===== src/rtl/lcd_responder.sv =====
// Device-side model of an HD44780-style 16x2 character LCD bus.
// Ops execute on the EN falling edge into a 32-byte DDRAM mirror.
module lcd_responder #(
  parameter int BUSY_CYC = 2000,
  parameter int CLR_CYC  = 82000
) (
  input  logic       clk,
  input  logic       rst_n,
  input  logic       EN,
  input  logic       RW,
  input  logic       RS,
  input  logic [7:0] data_in,
  output logic [7:0] data_out,
  output logic       data_oe,
  output logic       busy,
  output logic [4:0] cursor,
  output logic       two_line,
  output logic       display_on,
  output logic       cursor_on,
  output logic       blink_on,
  input  logic [4:0] rd_addr,
  output logic [7:0] rd_char,
  output logic       cmd_strobe,
  output logic       char_strobe,
  output logic       overrun,
  output logic       err_unsup
);

  localparam int CW = $clog2(CLR_CYC + 1);
  localparam logic [CW-1:0] BUSY_LD = CW'(BUSY_CYC - 1);
  localparam logic [CW-1:0] CLR_LD  = CW'(CLR_CYC - 1);

  typedef enum logic [1:0] {
    IDLE,
    FILL,
    BUSY
  } state_e;

  state_e          state_q, state_d;
  logic [CW-1:0]   cnt_q, cnt_d;
  logic [4:0]      fill_q, fill_d;
  logic [4:0]      cur_q, cur_d;
  logic            incr_q, incr_d;
  logic            two_q, two_d;
  logic            disp_q, disp_d;
  logic            curs_q, curs_d;
  logic            blink_q, blink_d;
  logic            err_q, err_d;
  logic            cmd_q, cmd_d;
  logic            chr_q, chr_d;
  logic            ovr_q, ovr_d;
  logic [7:0]      dout_q, dout_d;
  logic            en_q, rw_q, rs_q;
  logic [7:0]      d_q;
  logic [7:0]      mem_q [32];

  logic            fall;
  logic [4:0]      step;
  logic            we;
  logic [4:0]      wa;
  logic [7:0]      wd;

  assign fall = en_q & ~EN;
  assign step = incr_q ? cur_q + 5'd1 : cur_q - 5'd1;

  always_comb begin
    state_d = state_q;
    cnt_d   = cnt_q;
    fill_d  = fill_q;
    cur_d   = cur_q;
    incr_d  = incr_q;
    two_d   = two_q;
    disp_d  = disp_q;
    curs_d  = curs_q;
    blink_d = blink_q;
    err_d   = err_q;
    cmd_d   = 1'b0;
    chr_d   = 1'b0;
    ovr_d   = 1'b0;
    we      = 1'b0;
    wa      = cur_q;
    wd      = d_q;
    unique case (state_q)
      IDLE: if (fall) begin
        if (rw_q) begin
          if (rs_q) cur_d = step;
        end else if (rs_q) begin
          we      = 1'b1;
          cur_d   = step;
          chr_d   = 1'b1;
          state_d = BUSY;
          cnt_d   = BUSY_LD;
        end else begin
          cmd_d   = 1'b1;
          state_d = BUSY;
          cnt_d   = BUSY_LD;
          unique casez (d_q)
            8'b1???????: begin
              cur_d = {d_q[6], d_q[3:0]};
              if (d_q[5:4] != 2'b00) err_d = 1'b1;
            end
            8'b01??????: err_d = 1'b1;
            8'b001?????: begin
              two_d = d_q[3];
              if (!d_q[4]) err_d = 1'b1;
            end
            8'b0001????: begin
              if (d_q[3]) err_d = 1'b1;
              else if (d_q[2]) cur_d = cur_q + 5'd1;
              else cur_d = cur_q - 5'd1;
            end
            8'b00001???: {disp_d, curs_d, blink_d} = d_q[2:0];
            8'b000001??: begin
              incr_d = d_q[1];
              if (d_q[0]) err_d = 1'b1;
            end
            8'b0000001?: begin
              cur_d = 5'd0;
              cnt_d = CLR_LD;
            end
            8'b00000001: begin
              cur_d   = 5'd0;
              incr_d  = 1'b1;
              cnt_d   = CLR_LD;
              fill_d  = 5'd0;
              state_d = FILL;
            end
            default: ;
          endcase
        end
      end
      FILL: begin
        ovr_d  = fall;
        we     = 1'b1;
        wa     = fill_q;
        wd     = 8'h20;
        fill_d = fill_q + 5'd1;
        cnt_d  = cnt_q - CW'(1);
        if (fill_q == 5'd31) state_d = BUSY;
      end
      BUSY: begin
        ovr_d = fall;
        if (cnt_q == '0) state_d = IDLE;
        else cnt_d = cnt_q - CW'(1);
      end
      default: state_d = IDLE;
    endcase
  end

  // Read data tracks the bus while a read strobe is held.
  always_comb begin
    dout_d = dout_q;
    if (EN && RW) begin
      if (RS) dout_d = mem_q[cur_q];
      else dout_d = {busy, cur_q[4], 2'b00, cur_q[3:0]};
    end
  end

  always_ff @(posedge clk or negedge rst_n) begin
    if (!rst_n) begin
      en_q    <= 1'b0;
      rw_q    <= 1'b0;
      rs_q    <= 1'b0;
      d_q     <= 8'h00;
      state_q <= IDLE;
      cnt_q   <= '0;
      fill_q  <= 5'd0;
      cur_q   <= 5'd0;
      incr_q  <= 1'b1;
      two_q   <= 1'b0;
      disp_q  <= 1'b0;
      curs_q  <= 1'b0;
      blink_q <= 1'b0;
      err_q   <= 1'b0;
      cmd_q   <= 1'b0;
      chr_q   <= 1'b0;
      ovr_q   <= 1'b0;
      dout_q  <= 8'h00;
      for (int i = 0; i < 32; i++) mem_q[i] <= 8'h20;
    end else begin
      en_q    <= EN;
      rw_q    <= RW;
      rs_q    <= RS;
      d_q     <= data_in;
      state_q <= state_d;
      cnt_q   <= cnt_d;
      fill_q  <= fill_d;
      cur_q   <= cur_d;
      incr_q  <= incr_d;
      two_q   <= two_d;
      disp_q  <= disp_d;
      curs_q  <= curs_d;
      blink_q <= blink_d;
      err_q   <= err_d;
      cmd_q   <= cmd_d;
      chr_q   <= chr_d;
      ovr_q   <= ovr_d;
      dout_q  <= dout_d;
      if (we) mem_q[wa] <= wd;
    end
  end

  assign busy        = (state_q != IDLE);
  assign data_oe     = EN & RW;
  assign data_out    = dout_q;
  assign cursor      = cur_q;
  assign two_line    = two_q;
  assign display_on  = disp_q;
  assign cursor_on   = curs_q;
  assign blink_on    = blink_q;
  assign rd_char     = mem_q[rd_addr];
  assign cmd_strobe  = cmd_q;
  assign char_strobe = chr_q;
  assign overrun     = ovr_q;
  assign err_unsup   = err_q;

endmodule


===== config.mk =====
export PLATFORM = sky130hd
export DESIGN_NAME = lcd_responder
export DESIGN_NICKNAME = d
export VERILOG_FILES = /design/src/rtl/lcd_responder.sv
export SDC_FILE = /design/constraint.sdc
export NUM_CORES = 1
export LEC_CHECK = 0
export CORE_UTILIZATION = 35
export CTS_CLUSTER_DIAMETER = 80
export DETAILED_ROUTE_END_ITERATION = 10
export HOLD_SLACK_MARGIN = 0.02
export MAX_ROUTING_LAYER = met4
export SLEW_MARGIN = 20
export SYNTH_ARGS = -nofsm -noshare
export SYNTH_HDL_FRONTEND = slang
export SYNTH_SLANG_ARGS = --single-unit

===== constraint.sdc =====
create_clock -name clk -period 2.5 [get_ports clk]
set_input_delay 0.5 -clock clk [delete_from_list [all_inputs] [get_ports clk]]
set_output_delay 0.5 -clock clk [all_outputs]
set_load 0.02 [all_outputs]

* Word-level counts from Yosys, hierarchy flattened
Index checks and enable logic that the tools add are counted.
** Operators by class
- $add $sub $neg :: 4
- Magnitude comparators :: 4
- Equal/unequal tests :: 23
- Muxes and demuxes :: 53
- Bitwise gates (word level) :: 8
- Reductions and logical operators :: 21
** Operator list (count)
- bitwise mux 256 bit :: 1
- 2-to-1 mux 17 bit :: 5
- binary-select mux 8 bit (select 5 bit) :: 2
- 2-to-1 mux 8 bit :: 7
- 2-to-1 mux 5 bit :: 11
- case mux 17 bit (3 select lines) :: 1
- demux 8 bit (select 5 bit) :: 1
- AND reduction 5 bit :: 5
- greater-or-equal comparator 6 bit (second input constant) :: 3
- inequality test 2 bit (second input constant) :: 9
- inverter 5 -> 6 bit :: 3
- zero test 17 bit :: 1
- subtractor 17 x 1 -> 17 bit (second input constant) :: 1
- case mux 5 bit (3 select lines) :: 1
- 2-to-1 mux 1 bit :: 13
- 2-to-1 mux 2 bit :: 6
- adder 5 x 1 -> 5 bit (second input constant) :: 2
- case mux 5 bit (2 select lines) :: 1
- AND reduction 9 bit :: 1
- == test 8 x 1 -> 1 bit (second input constant) :: 1
- AND reduction 4 bit :: 2
- nonzero test 2 bit :: 4
- == test 7 x 1 -> 1 bit (second input constant) :: 1
- == test 6 x 1 -> 1 bit (second input constant) :: 1
- 21 further kinds :: 30
** Storage, ports and cells
- Register bits :: 313
- Output and inout bits :: 31
- Logic and storage cells :: 163

* Longest topological paths before layout
Gate-level depths: netlist (run 1).
- Word-level depth :: 8
- Mapped depth :: 10
- Depth with buffers taken out :: 7

* Least setup slack after synthesis (run 1)
OpenSTA, ideal clock, no wires.
- Path kind :: in2out
- Start point :: input rd_addr[1]
- End point :: output rd_char[0]
- Arrival time :: 2252 ps
- Setup slack :: -252 ps
- Cell stages on the path :: 5
- Path buffers :: 2
- Cell sequence :: clkbuf_1 > buf_1 > mux4_2 > mux4_2 > mux2_2
** Between the ends
- Cells in the longest elaborated chain, start to end :: 4
** RTL lines
- from (decl) :: RTL line 21 : input logic [4:0] rd_addr,
- inverter 5 -> 6 bit (not written as such) :: RTL line 211 : assign rd_char = mem_q[rd_addr];
- binary-select mux 8 bit (select 5 bit) :: RTL line 211
- 2-to-1 mux 8 bit (not written as such) (2 in series) :: RTL line 211
- to (decl) :: RTL line 22 : output logic [7:0] rd_char,
Every way passes these cells. The select of a mux whose other input is x is not followed.

* Worst setup path after layout (run 1)
- Start point :: register mem_q[130] (netlist bit)
- End point :: output rd_char[2]
** Between the ends
- Cells in the longest elaborated chain, start to end :: 3
** RTL lines
- from (decl) :: RTL line 55 : logic [7:0] mem_q [32];
- from (signal, indexed assignment) :: RTL line 199 : if (we) mem_q[wa] <= wd;
- binary-select mux 8 bit (select 5 bit) :: RTL line 211
- 2-to-1 mux 8 bit (not written as such) (2 in series) :: RTL line 211
Every way passes these cells. The select of a mux whose other input is x is not followed.

==> run_summary.xml, run 1 <==
<?xml version="1.0" encoding="UTF-8"?>
<metrics>
  <group name="sta">
    <metric name="maxSlewViolCount" unit="">0</metric>
    <metric name="rsz0062_at_grt" unit="">true</metric>
    <metric name="finalClockSkew" unit="ps">21.71</metric>
    <metric name="timing_hold_violations_final" unit="">0</metric>
    <metric name="min_period" unit="ps">2935</metric>
    <metric name="setup_viol" unit="">8</metric>
    <metric name="worst_slew_pin_slew" unit="ps">679.5</metric>
    <metric name="relSlewSlack" unit="">0.5432</metric>
    <metric name="fmax" unit="MHz">340.7</metric>
    <metric name="layout_setup_ws" unit="ps">-434.9</metric>
    <metric name="min_period_over_period" unit="">1.174</metric>
  </group>
  <group name="layout">
    <metric name="finish.utilization" unit="">0.4574</metric>
    <metric name="count_of_nets_after_finishing" unit="">1542</metric>
    <metric name="drive_gt1_frac" unit="">0.5435</metric>
    <metric name="syn_to_final_growth" unit="%">29.17</metric>
    <metric name="diodes" unit="">0</metric>
    <metric name="final_cells" unit="">2206</metric>
  </group>
  <group name="route">
    <metric name="routedWlPerCell" unit="um">23.86</metric>
    <metric name="drtAntennaViolNets" unit="">0</metric>
    <metric name="vias_per_cell" unit="">5.562</metric>
    <metric name="totalWireLength" unit="mm">52.65</metric>
    <metric name="drtPass1Iterations" unit="">5</metric>
    <metric name="remaining_drc_errors" unit="">0</metric>
    <metric name="detailroute.wirelength.met3" unit="mm">4.255</metric>
    <metric name="drt-initial-drc-count" unit="">1007</metric>
    <metric name="m1WireLength" unit="mm">23.18</metric>
    <metric name="vias" unit="">12270</metric>
    <metric name="routed-wl-met2" unit="mm">23.76</metric>
    <metric name="highest-signal-layer" unit="">met4</metric>
  </group>
  <group name="clock_tree">
    <metric name="cts.htree.levels" unit="">2</metric>
    <metric name="clk_latency" unit="ps">550</metric>
    <metric name="clock-sinks" unit="">313</metric>
    <metric name="tritoncts_clock_tree" unit="">yes</metric>
    <metric name="clock_tree.buffer_depth" unit="">3</metric>
    <metric name="clockRootBuffer" unit="">sky130_fd_sc_hd__clkbuf_16</metric>
    <metric name="numCtsBuffers" unit="">37</metric>
    <metric name="worst_setup_hold_path_clk_slew" unit="ps">60</metric>
  </group>
  <group name="power_and_ir_drop">
    <metric name="total_leakage_power" unit="nW">9.871</metric>
    <metric name="power-per-cell-area" unit="nW/um2">511.9</metric>
    <metric name="ir_worst_vdd" unit="V">0.0006495</metric>
  </group>
  <group name="die">
    <metric name="initial_utilization" unit="">0.3541</metric>
    <metric name="floorplan.die.height" unit="um">224.1</metric>
    <metric name="die_width" unit="um">224.1</metric>
    <metric name="floorplan.io_pins" unit="">49</metric>
    <metric name="fp.coreArea" unit="um2">48750</metric>
    <metric name="die_footprint" unit="um2">50210</metric>
    <metric name="rows" unit="">81</metric>
  </group>
  <group name="yosys">
    <metric name="synth_area_leader_cell" unit="">sky130_fd_sc_hd__dfrtp_1</metric>
    <metric name="synth.top_cells.by_area" unit="">sky130_fd_sc_hd__dfrtp_1 41%, sky130_fd_sc_hd__mux4_2 17%, sky130_fd_sc_hd__mux2_2 17%</metric>
    <metric name="async_flop_share" unit="">1.000</metric>
    <metric name="synth.ff_latch_count" unit="">313</metric>
    <metric name="ys_seq_area_frac" unit="">0.4561</metric>
    <metric name="synth_fa_ha_area_frac" unit="">0.007248</metric>
    <metric name="share_of_the_synthesized_area_in_the_top_cell_type" unit="">0.4059</metric>
    <metric name="post_synthesis_mux_area_share" unit="">0.3674</metric>
    <metric name="xor_xnor_share_of_the_synthesized_area" unit="">0.002030</metric>
    <metric name="synthesis.area" unit="um2">17260</metric>
    <metric name="synth_simple_gate_area_frac" unit="">0.07915</metric>
    <metric name="yosys.cell_types.count" unit="">82</metric>
    <metric name="compound_gate_portion_of_the_synthesized_area" unit="">0.05915</metric>
    <metric name="number_of_flops_mapped_to_enable_cells_by_yosys" unit="">0</metric>
    <metric name="syn-instance-count" unit="">1247</metric>
    <metric name="ys_warn_count" unit="">0</metric>
    <metric name="mappedNetlistNets" unit="">1275</metric>
    <metric name="main_combinational_cell_family_by_area_after_synthesis" unit="">multiplexers</metric>
    <metric name="most_frequently_used_flop_master_after_synthesis" unit="">sky130_fd_sc_hd__dfrtp_1</metric>
    <metric name="synth_area_per_cell" unit="um2">13.84</metric>
  </group>
  <group name="global_routing">
    <metric name="global_route.usage.total" unit="">0.2211</metric>
    <metric name="grt_pass1_wl" unit="mm">80.52</metric>
    <metric name="first_global_vias" unit="">12690</metric>
    <metric name="globalRouteOverflowTotal" unit="">0</metric>
    <metric name="antenna_found_initial" unit="">1</metric>
    <metric name="largest_net_degree_at_the_start_of_global_routing" unit="">86</metric>
  </group>
  <group name="placement">
    <metric name="port_buffers" unit="">48</metric>
    <metric name="routabilityCongestion" unit="">0.8639</metric>
    <metric name="dp.cells" unit="">2119</metric>
    <metric name="hpwlAfterDp" unit="mm">35.35</metric>
  </group>
  <group name="worst_setup_path">
    <metric name="critical_path.startpoint_type" unit="">flop</metric>
    <metric name="worst-endpoint-required" unit="ps">2000</metric>
    <metric name="cp.arrival" unit="ps">2430</metric>
    <metric name="kind_of_critical_path" unit="">flop to output port</metric>
    <metric name="critPathCaptureType" unit="">output port</metric>
    <metric name="crit_path_max_fanout" unit="">3</metric>
  </group>
  <group name="outcome">
    <metric name="run_status" unit="">complete, but fails checks</metric>
    <metric name="violated_checks" unit="">setup timing</metric>
  </group>
  <group name="flow_run">
    <metric name="timing.max_cap.violations" unit="">0</metric>
  </group>
  <group name="hold_path">
    <metric name="min-delay-path-class" unit="">primary input to async pin</metric>
  </group>
</metrics>
-- what timing repair did --
| item | in CTS | in global routing |
|---|---|---|
| resized for setup | 65 | 10 |
| cloned | 3 | 0 |
| setup buffers | 8 | 8 |
| endpoints found under the hold margin | 18 | 0 |
| hold buffers | 1 | 0 |
| setup endpoints to repair | 127 | 200 |
| pin swaps | 0 | 1 |
-- cells in the mapped netlist, types with 4 or more instances --
cell type	count
sky130_fd_sc_hd__nand3_1	15
sky130_fd_sc_hd__nand2_1	74
sky130_fd_sc_hd__a22oi_1	4
sky130_fd_sc_hd__nor3_1	10
sky130_fd_sc_hd__nand2b_1	4
sky130_fd_sc_hd__a311oi_1	4
sky130_fd_sc_hd__buf_1	8
sky130_fd_sc_hd__buf_6	4
sky130_fd_sc_hd__and3_1	4
sky130_fd_sc_hd__or3_1	4
sky130_fd_sc_hd__mux2_1	21
sky130_fd_sc_hd__o22ai_1	7
sky130_fd_sc_hd__buf_2	15
sky130_fd_sc_hd__dfrtp_1	280
sky130_fd_sc_hd__and2_1	4
sky130_fd_sc_hd__o21ai_0	24
sky130_fd_sc_hd__a21oi_1	30
sky130_fd_sc_hd__buf_4	11
sky130_fd_sc_hd__a211oi_1	6
sky130_fd_sc_hd__nor2_4	24
sky130_fd_sc_hd__a31oi_1	9
sky130_fd_sc_hd__nor2b_1	15
sky130_fd_sc_hd__inv_1	15
sky130_fd_sc_hd__mux2i_1	26
sky130_fd_sc_hd__dfstp_2	33
sky130_fd_sc_hd__mux2_2	257
sky130_fd_sc_hd__clkbuf_1	55
sky130_fd_sc_hd__o31ai_1	9
sky130_fd_sc_hd__mux4_2	131
sky130_fd_sc_hd__nor2_1	31
sky130_fd_sc_hd__o21ai_1	4
sky130_fd_sc_hd__ha_1	10
sky130_fd_sc_hd__nand3_2	8
sky130_fd_sc_hd__nor4_1	8
sky130_fd_sc_hd__nand4_1	6
-- state kept, by name, summed over array words and instances (netlist names), 2 cells and up --
name	cells
cursor	5
fill_q	5
d_q	8
data_out	8
mem_q	256
state_q	2
cnt_q	17
-- cell type report --
class                      instances  area, um2
fill                            4337      26450
multi-input combinational        825       8990
sequential                       313       7883
timing repair buffer             321       3238
clock buffer                      53       1067
tap                              664      830.8
clock inverter                    14      227.7
inverter                          16      60.06
-- power by group --
| group | leakage, nW | internal [W] | switching [W] |
|---|---|---|---|
| Sequential | 4.12 | 0.00509 | 0.0000295 |
| Combinational | 5.11 | 0.000200 | 0.000341 |
| Clock | 0.634 | 0.00351 | 0.00224 |
| Total | 9.87 | 0.00880 | 0.00261 |
-- logic make-up after synthesis --
| group | after synthesis |
|---|---|
| AO/OA/AOI/OAI | 146 |
| XOR/XNOR | 4 |
| adder cells (fa/ha/maj) | 10 |
| buffers and inverters | 109 |
| flip-flops | 313 |
| multiplexers | 435 |
| AND/OR/NAND/NOR | 230 |
-- critical path: stages (launching register included) --
cell	delay (ps)
sky130_fd_sc_hd__dfrtp_1	400
sky130_fd_sc_hd__mux4_2	460
sky130_fd_sc_hd__mux4_2	540
sky130_fd_sc_hd__mux2_4	330
sky130_fd_sc_hd__buf_6	140
-- metrics by stage --
stage | total power, W | hold slack [ps] | worst slack, ps | setup TNS (ps) | instance area [um2]
6_report | 0.01141 | 416.4 | -434.9 | -3119 | 22300
5_1_grt | 0.01179 | 413.4 | -469.7 | -3393 | 22300
4_1_cts | 0.01157 | 399.3 | -450.9 | -3256 | 22180
3_5_place_dp | 0.005727 | 379.4 | -839.2 | -50590 | 20680
3_3_place_gp | 0.005719 | 377.5 | -804.0 | -49980 | 20680
2_1_floorplan | 0.005445 | 204.4 | -35.95 | -287.3 | 17400
-- per-layer routing --
layer,vias to the layer above,global-route usage
li1,5324,-
met3,99,0.04906
met5,-,-
met4,0,0.06319
met1,6398,0.3062
met2,448,0.3245
-- placed cells by master, fill, tap and decap left out, types with 24 or more instances in the layout --
master,count
sky130_fd_sc_hd__mux2_2,249
sky130_fd_sc_hd__nand2_1,68
sky130_fd_sc_hd__o21ai_0,24
sky130_fd_sc_hd__buf_12,51
sky130_fd_sc_hd__nor2_4,24
sky130_fd_sc_hd__nor2_1,31
sky130_fd_sc_hd__clkbuf_16,38
sky130_fd_sc_hd__a21oi_1,30
sky130_fd_sc_hd__dfstp_2,33
sky130_fd_sc_hd__clkdlybuf4s50_1,34
sky130_fd_sc_hd__buf_4,218
sky130_fd_sc_hd__mux2i_1,26
sky130_fd_sc_hd__mux4_2,131
sky130_fd_sc_hd__dfrtp_1,277
-- path summary, 6_finish.rpt --
kind	startpoint	endpoint	slack, ps	cells after the start
worst max-delay path	mem_q[130]$_DFFE_PN0P_	rd_char[2]	-430	4
worst min-delay path	rst_n	mem_q[44]$_DFFE_PN0P_	420	2
worst max register to register	cursor[0]$_DFFE_PN0P_	data_out[2]$_DFFE_PN0P_	20	7
worst min register to register	err_unsup$_DFFE_PN0P_	err_unsup$_DFFE_PN0P_	500	1
max in group asynchronous	rst_n	mem_q[176]$_DFFE_PN0P_	1300	3
min in group clk	data_in[0]	d_q[0]$_DFF_PN0_	420	1
Note: power is estimated with default switching activity, not from simulation.
==> inputs of run 2 (changes only) <==
==> constraint.sdc (replaced) <==
create_clock -name clk -period 2.5 [get_ports clk]
set_input_delay 0.25 -clock clk [delete_from_list [all_inputs] [get_ports clk]]
set_output_delay 0.25 -clock clk [all_outputs]
set_load 0.02 [all_outputs]
==> run 2 against run 1 <==
- sequential cell count unchanged
- cell area down 4.3%
- the flow still finishes with violations (setup timing)
- clock power fell by 3%
- power shrank 1.9%
- sequential share of layout area is 1.6 points higher
- critical endpoint unchanged
- first-iteration DRC count down 0.50%
- global-route usage fell by 0.50 points
- combinational power is 7.6% lower
- via count shrank 3.1%
==> run_summary.xml, run 2 (synthesis gave the netlist of run 1 again) <==
<?xml version="1.0" encoding="UTF-8"?>
<metrics>
  <group name="outcome">
    <metric name="run_status" unit="">complete, but fails checks</metric>
    <metric name="violated_checks" unit="">setup timing</metric>
  </group>
  <group name="layout">
    <metric name="number_of_fill_cells_in_the_layout" unit="">4461</metric>
    <metric name="regMostFlops" unit="">mem_q</metric>
    <metric name="multi_input_area" unit="um2">8999</metric>
    <metric name="diodes" unit="">0</metric>
    <metric name="syn_to_final_growth" unit="%">23.61</metric>
    <metric name="count_of_nets_after_finishing" unit="">1434</metric>
    <metric name="drive_gt1_frac" unit="">0.5063</metric>
    <metric name="layout_common_cells" unit="">278 x sky130_fd_sc_hd__dfrtp_1, 249 x sky130_fd_sc_hd__mux2_2, 131 x sky130_fd_sc_hd__mux4_2</metric>
    <metric name="most_common_cell_after_layout_fill_and_taps_aside" unit="">sky130_fd_sc_hd__dfrtp_1</metric>
    <metric name="reg_top3" unit="">mem_q x256, cnt_q x17</metric>
    <metric name="largest_register_ffs" unit="">256</metric>
    <metric name="register_area" unit="um2">7879</metric>
  </group>
  <group name="global_routing">
    <metric name="global_route.usage.total" unit="">0.2161</metric>
    <metric name="globalRouteOverflowTotal" unit="">0</metric>
    <metric name="largest_net_degree_at_the_start_of_global_routing" unit="">75</metric>
    <metric name="grt_pass1_wl" unit="mm">79.47</metric>
    <metric name="first_global_vias" unit="">12400</metric>
    <metric name="antenna_found_initial" unit="">0</metric>
  </group>
  <group name="clock_tree">
    <metric name="clock_tree.buffer_depth" unit="">3</metric>
    <metric name="clk_latency" unit="ps">570</metric>
    <metric name="tritoncts_clock_tree" unit="">yes</metric>
    <metric name="numCtsBuffers" unit="">36</metric>
    <metric name="clock-sinks" unit="">313</metric>
    <metric name="clockRootBuffer" unit="">sky130_fd_sc_hd__clkbuf_16</metric>
    <metric name="cts.htree.levels" unit="">2</metric>
    <metric name="worst_setup_hold_path_clk_slew" unit="ps">60</metric>
  </group>
  <group name="sta">
    <metric name="layout_setup_ws" unit="ps">-164.6</metric>
    <metric name="holdWs" unit="ps">157.1</metric>
    <metric name="worst_slew_pin_slew" unit="ps">729.3</metric>
    <metric name="min_period" unit="ps">2665</metric>
    <metric name="rsz0062_at_grt" unit="">true</metric>
    <metric name="finalClockSkew" unit="ps">45.18</metric>
    <metric name="fmax" unit="MHz">375.3</metric>
    <metric name="maxSlewViolCount" unit="">0</metric>
    <metric name="setup_viol" unit="">8</metric>
    <metric name="final.setup.tns" unit="ps">-1134</metric>
    <metric name="relSlewSlack" unit="">0.5128</metric>
    <metric name="min_period_over_period" unit="">1.066</metric>
    <metric name="timing_hold_violations_final" unit="">0</metric>
  </group>
  <group name="worst_setup_path">
    <metric name="critPathCaptureType" unit="">output port</metric>
    <metric name="critical_path.reg2reg.startpoint" unit="">state_q[1]$_DFFE_PN0P_</metric>
    <metric name="worst-endpoint-required" unit="ps">2250</metric>
    <metric name="regToRegEndpoint" unit="">mem_q[28]$_DFFE_PN0P_</metric>
    <metric name="rr_worst_depth" unit="">8</metric>
    <metric name="cp.arrival" unit="ps">2410</metric>
    <metric name="kind_of_critical_path" unit="">flop to output port</metric>
    <metric name="critical_path.startpoint_type" unit="">flop</metric>
    <metric name="rrSetupSlack" unit="ps">100</metric>
    <metric name="crit_path_max_fanout" unit="">3</metric>
  </group>
  <group name="hold_path">
    <metric name="timing.hold.worst_path_depth" unit="">1</metric>
    <metric name="hold_path.startpoint" unit="">data_in[2]</metric>
    <metric name="min-delay-path-class" unit="">primary input to flop</metric>
    <metric name="min_delay_worst_endpoint" unit="">d_q[2]$_DFF_PN0_</metric>
  </group>
  <group name="die">
    <metric name="floorplan.die.height" unit="um">224.1</metric>
    <metric name="die_footprint" unit="um2">50210</metric>
    <metric name="rows" unit="">81</metric>
    <metric name="fp.coreArea" unit="um2">48750</metric>
    <metric name="floorplan.io_pins" unit="">49</metric>
    <metric name="initial_utilization" unit="">0.3541</metric>
    <metric name="die_width" unit="um">224.1</metric>
  </group>
  <group name="route">
    <metric name="drtPass1Iterations" unit="">5</metric>
    <metric name="routedWlPerCell" unit="um">24.20</metric>
    <metric name="drt-initial-drc-count" unit="">1002</metric>
    <metric name="totalWireLength" unit="mm">50.78</metric>
    <metric name="vias_per_cell" unit="">5.667</metric>
    <metric name="vias" unit="">11890</metric>
    <metric name="remaining_drc_errors" unit="">0</metric>
    <metric name="drtAntennaViolNets" unit="">0</metric>
  </group>
  <group name="placement">
    <metric name="hpwlAfterDp" unit="mm">34.63</metric>
    <metric name="routabilityCongestion" unit="">0.8708</metric>
    <metric name="port_buffers" unit="">48</metric>
  </group>
  <group name="power_and_ir_drop">
    <metric name="ir_worst_vdd" unit="V">0.0004415</metric>
    <metric name="power-per-cell-area" unit="nW/um2">524.9</metric>
    <metric name="total_leakage_power" unit="nW">9.223</metric>
  </group>
  <group name="flow_run">
    <metric name="timing.max_cap.violations" unit="">0</metric>
  </group>
</metrics>
run 2: cell count changes in the layout (fill, tap and decap cells not counted), moves of 3 or more:
cell and delta:
sky130_fd_sc_hd__dlygate4sd2_1 -3, sky130_fd_sc_hd__clkinvlp_4 +3, sky130_fd_sc_hd__buf_4 -99, sky130_fd_sc_hd__buf_16 -3
sky130_fd_sc_hd__clkdlybuf4s50_1 +3, sky130_fd_sc_hd__nand2_1 +3, sky130_fd_sc_hd__buf_12 -4, sky130_fd_sc_hd__nand2_2 -3
sky130_fd_sc_hd__clkbuf_8 -4
run 2: how the worst max path moves through the flow:
| stage | cells after the start | endpoint | start |
|---|---|---|---|
| finish | 4 | rd_char[2] | mem_q[66]$_DFFE_PN0P_ |
| global route | 4 | rd_char[0] | mem_q[96]$_DFFE_PN0P_ |
| CTS | 4 | rd_char[1] | mem_q[73]$_DFFE_PN0P_ |
| detailed placement | 6 | rd_char[6] | rd_addr[0] |
| global placement | 6 | rd_char[6] | rd_addr[0] |
| floorplan | 9 | mem_q[248]$_DFFE_PN0P_ | state_q[1]$_DFFE_PN0P_ |
run 2: cell type report:
class                   count  share of cell area
well taps                 664             0.03894
clock buffers              47             0.04509
repair buffers            214              0.1090
inverters                  16            0.002815
clock inverters            19             0.01319
flip-flops and latches    313              0.3693
multi-input cells         825              0.4217
run 2: report_power, final:
part	internal [W]	switching (W)	leakage, nW
registers	0.00509	0.0000349	4.12
clock network	0.00329	0.00229	0.595
logic	0.000175	0.000325	4.50
run 2: layer usage:
metal	part of all wire	track usage
met1	0.45	0.3048
met2	0.47	0.3265
met3	0.066	0.03594
met4	0.018	0.04728
met5	0	-
run 2: critical path, cell delays in order (launching register included):
cell                      delay [ps]
sky130_fd_sc_hd__dfrtp_1         400
sky130_fd_sc_hd__mux4_2          460
sky130_fd_sc_hd__mux4_2          520
sky130_fd_sc_hd__mux2_4          320
sky130_fd_sc_hd__buf_6           140
run 2: per-stage QoR:
step	util	cells	setup slack, ps	cell area (um2)	total power [W]
after floorplan	-	1247	242.7	17260	0.005422
after global placement	0.4086	2023	-328.3	19920	0.005705
after detailed placement	0.4087	2023	-345.3	19930	0.005714
after CTS	0.4365	2096	-195.0	21280	0.01132
after global routing	0.4377	2098	-225.7	21340	0.01157
final	0.4377	2098	-164.6	21340	0.01120
run 2: what timing repair did:
action / in CTS / in global routing
hold buffers: 1 / 0
buffers inserted: 6 / 2
gates resized for setup: 58 / 11
hold endpoints to repair: 44 / 0
setup endpoints to repair: 49 / 208
cloned: 0 / 0
==> inputs of run 3 (changes only) <==
--- a/config.mk
+++ b/config.mk
@@ -10,6 +10,7 @@
 export DETAILED_ROUTE_END_ITERATION = 10
 export HOLD_SLACK_MARGIN = 0.02
 export MAX_ROUTING_LAYER = met4
+export SKIP_CTS_REPAIR_TIMING = 1
 export SLEW_MARGIN = 20
 export SYNTH_ARGS = -nofsm -noshare
 export SYNTH_HDL_FRONTEND = slang
==> run 3 against run 2 <==
- the flow still finishes with violations (setup timing)
- final cell count down 0.14%
- worst hold slack better by 0.69 ps
- critical path depth unchanged
- cell area down 0.14%
- routed wire length about the same
- sequential share of layout area up 0.052 points
- power about the same
- fmax about the same
- register-to-register slack better by 20 ps
==> run_summary.xml, run 3 (synthesis gave the netlist of run 1 again) <==
<?xml version="1.0" encoding="UTF-8"?>
<metrics>
  <group name="layout">
    <metric name="most_common_cell_after_layout_fill_and_taps_aside" unit="">sky130_fd_sc_hd__dfrtp_1</metric>
    <metric name="drive_gt1_frac" unit="">0.5052</metric>
    <metric name="reg_top3" unit="">mem_q x256, cnt_q x17</metric>
    <metric name="syn_to_final_growth" unit="%">23.43</metric>
    <metric name="count_of_nets_after_finishing" unit="">1431</metric>
    <metric name="layout.cell_area.non_filler" unit="um2">21310</metric>
    <metric name="largest_register_ffs" unit="">256</metric>
    <metric name="regMostFlops" unit="">mem_q</metric>
    <metric name="layout_common_cells" unit="">278 x sky130_fd_sc_hd__dfrtp_1, 249 x sky130_fd_sc_hd__mux2_2, 131 x sky130_fd_sc_hd__mux4_2</metric>
    <metric name="diodes" unit="">0</metric>
    <metric name="number_of_fill_cells_in_the_layout" unit="">4466</metric>
  </group>
  <group name="worst_setup_path">
    <metric name="critical_path.startpoint_type" unit="">flop</metric>
    <metric name="cp_slowest_cell" unit="">sky130_fd_sc_hd__mux4_2</metric>
    <metric name="kind_of_critical_path" unit="">flop to output port</metric>
    <metric name="rrSetupSlack" unit="ps">120</metric>
    <metric name="worst-endpoint-required" unit="ps">2250</metric>
    <metric name="cp-endpoint" unit="">rd_char[2]</metric>
    <metric name="rr_worst_depth" unit="">8</metric>
    <metric name="timing.critical_path.cells" unit="">mux4_2 &gt; mux4_2 &gt; mux2_4 &gt; buf_6</metric>
    <metric name="cpLargestDelayFamily" unit="">multiplexers</metric>
    <metric name="crit_path_max_fanout" unit="">3</metric>
    <metric name="critPathMostFrequentCell" unit="">sky130_fd_sc_hd__mux4_2</metric>
    <metric name="crit_path_max_incr_delay" unit="ps">520</metric>
    <metric name="critPathBufInv" unit="">1</metric>
    <metric name="cp.arrival" unit="ps">2410</metric>
    <metric name="worstSetupPathDepth" unit="">4</metric>
    <metric name="critPathCaptureType" unit="">output port</metric>
    <metric name="regToRegEndpoint" unit="">mem_q[108]$_DFFE_PN0P_</metric>
    <metric name="startpoint" unit="">mem_q[66]$_DFFE_PN0P_</metric>
    <metric name="critical_path.reg2reg.startpoint" unit="">state_q[1]$_DFFE_PN0P_</metric>
  </group>
  <group name="power_and_ir_drop">
    <metric name="p_switching" unit="W">0.002646</metric>
    <metric name="ir_worst_vdd" unit="V">0.0004172</metric>
    <metric name="total_leakage_power" unit="nW">9.198</metric>
    <metric name="switching_share" unit="">0.2363</metric>
    <metric name="int_pwr" unit="W">0.008550</metric>
    <metric name="power-per-cell-area" unit="nW/um2">525.5</metric>
    <metric name="fin_total_pwr" unit="W">0.01120</metric>
    <metric name="power_frac_comb" unit="">0.045</metric>
    <metric name="power.clock.fraction" unit="">0.498</metric>
    <metric name="pwr-share-seq" unit="">0.458</metric>
  </group>
  <group name="route">
    <metric name="totalWireLength" unit="mm">50.75</metric>
    <metric name="vias" unit="">11780</metric>
    <metric name="drt-initial-drc-count" unit="">1117</metric>
    <metric name="drtPass1Iterations" unit="">5</metric>
    <metric name="routedWlPerCell" unit="um">24.22</metric>
    <metric name="vias_per_cell" unit="">5.622</metric>
    <metric name="drtAntennaViolNets" unit="">0</metric>
    <metric name="remaining_drc_errors" unit="">0</metric>
  </group>
  <group name="sta">
    <metric name="layout_setup_ws" unit="ps">-164.3</metric>
    <metric name="timing_hold_violations_final" unit="">0</metric>
    <metric name="min_period" unit="ps">2664</metric>
    <metric name="setup_viol" unit="">8</metric>
    <metric name="maxSlewViolCount" unit="">0</metric>
    <metric name="holdWs" unit="ps">157.8</metric>
    <metric name="min_period_over_period" unit="">1.066</metric>
    <metric name="fmax" unit="MHz">375.3</metric>
    <metric name="finalClockSkew" unit="ps">44.80</metric>
    <metric name="worst_slew_pin_slew" unit="ps">731.5</metric>
    <metric name="relSlewSlack" unit="">0.5113</metric>
    <metric name="rsz0062_at_grt" unit="">true</metric>
  </group>
  <group name="die">
    <metric name="initial_utilization" unit="">0.3541</metric>
    <metric name="floorplan.die.height" unit="um">224.1</metric>
    <metric name="die_footprint" unit="um2">50210</metric>
    <metric name="floorplan.io_pins" unit="">49</metric>
    <metric name="fp.coreArea" unit="um2">48750</metric>
    <metric name="die_width" unit="um">224.1</metric>
    <metric name="rows" unit="">81</metric>
  </group>
  <group name="placement">
    <metric name="preCtsSetupSlack" unit="ps">-345.3</metric>
    <metric name="hpwlAfterDp" unit="mm">34.63</metric>
    <metric name="placedInstanceArea" unit="um2">19930</metric>
    <metric name="routabilityCongestion" unit="">0.8708</metric>
    <metric name="port_buffers" unit="">48</metric>
  </group>
  <group name="clock_tree">
    <metric name="clock-sinks" unit="">313</metric>
    <metric name="tritoncts_clock_tree" unit="">yes</metric>
    <metric name="clockRootBuffer" unit="">sky130_fd_sc_hd__clkbuf_16</metric>
    <metric name="cts.htree.levels" unit="">2</metric>
    <metric name="numCtsBuffers" unit="">36</metric>
    <metric name="worst_setup_hold_path_clk_slew" unit="ps">60</metric>
    <metric name="clock_tree.buffer_depth" unit="">3</metric>
    <metric name="clk_latency" unit="ps">570</metric>
  </group>
  <group name="outcome">
    <metric name="violated_checks" unit="">setup timing</metric>
    <metric name="run_status" unit="">complete, but fails checks</metric>
  </group>
  <group name="global_routing">
    <metric name="antenna_found_initial" unit="">0</metric>
    <metric name="global_route.usage.total" unit="">0.2155</metric>
    <metric name="globalRouteOverflowTotal" unit="">0</metric>
    <metric name="largest_net_degree_at_the_start_of_global_routing" unit="">75</metric>
    <metric name="first_global_vias" unit="">12370</metric>
    <metric name="grt_pass1_wl" unit="mm">79.24</metric>
  </group>
  <group name="hold_path">
    <metric name="hold_path.startpoint" unit="">data_in[2]</metric>
    <metric name="min-delay-path-class" unit="">primary input to flop</metric>
    <metric name="timing.hold.worst_path_depth" unit="">1</metric>
  </group>
  <group name="flow_run">
    <metric name="timing.max_cap.violations" unit="">0</metric>
  </group>
</metrics>
run 3: through the flow:
step                      instances  utilization  setup TNS (ps)
after global placement         2023       0.4086           -2404
after CTS                      2089       0.4343           -5279
after floorplan                1247            -               0
final                          2095       0.4371           -1158
after detailed placement       2023       0.4087           -2483
after global routing           2095       0.4371           -1588
run 3: area by class of cell:
class | count | area [um2] | area share
multi-input combinational | 825 | 8991 | 0.4220
sequential | 313 | 7879 | 0.3698
tap | 664 | 830.8 | 0.03899
clock inverter | 19 | 281.5 | 0.01321
clock buffer | 47 | 962.2 | 0.04516
inverter | 16 | 60.06 | 0.002819
timing repair buffer | 211 | 2302 | 0.1081
run 3: power by group through the flow:
stage,Clock (W),Sequential (W),Combinational [W]
after floorplan,0,0.00520,0.000218
after global placement,0,0.00521,0.000495
after detailed placement,0,0.00521,0.000504
after CTS,0.00569,0.00512,0.000505
after global routing,0.00590,0.00512,0.000546
final,0.00557,0.00512,0.000500
run 3: how the worst min path moves through the flow:
stage	to	slack, ps
2_1_floorplan	blink_on$_DFFE_PN0P_	-50
3_3_place_gp	two_line$_DFFE_PN0P_	190
3_5_place_dp	d_q[5]$_DFF_PN0_	200
4_1_cts	mem_q[41]$_DFFE_PN0P_	-390
5_1_grt	d_q[2]$_DFF_PN0_	160
6_report	d_q[2]$_DFF_PN0_	160
run 3: worst reg2reg max path: stages, from the launching register on:
cell                       delay [ps]
sky130_fd_sc_hd__dfrtp_1          400
sky130_fd_sc_hd__inv_1            120
sky130_fd_sc_hd__ha_2             270
sky130_fd_sc_hd__inv_2            170
sky130_fd_sc_hd__a21boi_2         350
sky130_fd_sc_hd__nand2_1          270
sky130_fd_sc_hd__nor2_4           160
sky130_fd_sc_hd__buf_12           160
sky130_fd_sc_hd__mux2_2           340
run 3: routing by layer:
layer | vias up | global-route usage | routed length [um]
met5 | - | - | 0
met4 | 0 | 0.05148 | 1016
met3 | 69 | 0.03607 | 3141
met2 | 357 | 0.3241 | 23650
met1 | 6251 | 0.3034 | 22940
li1 | 5102 | - | -
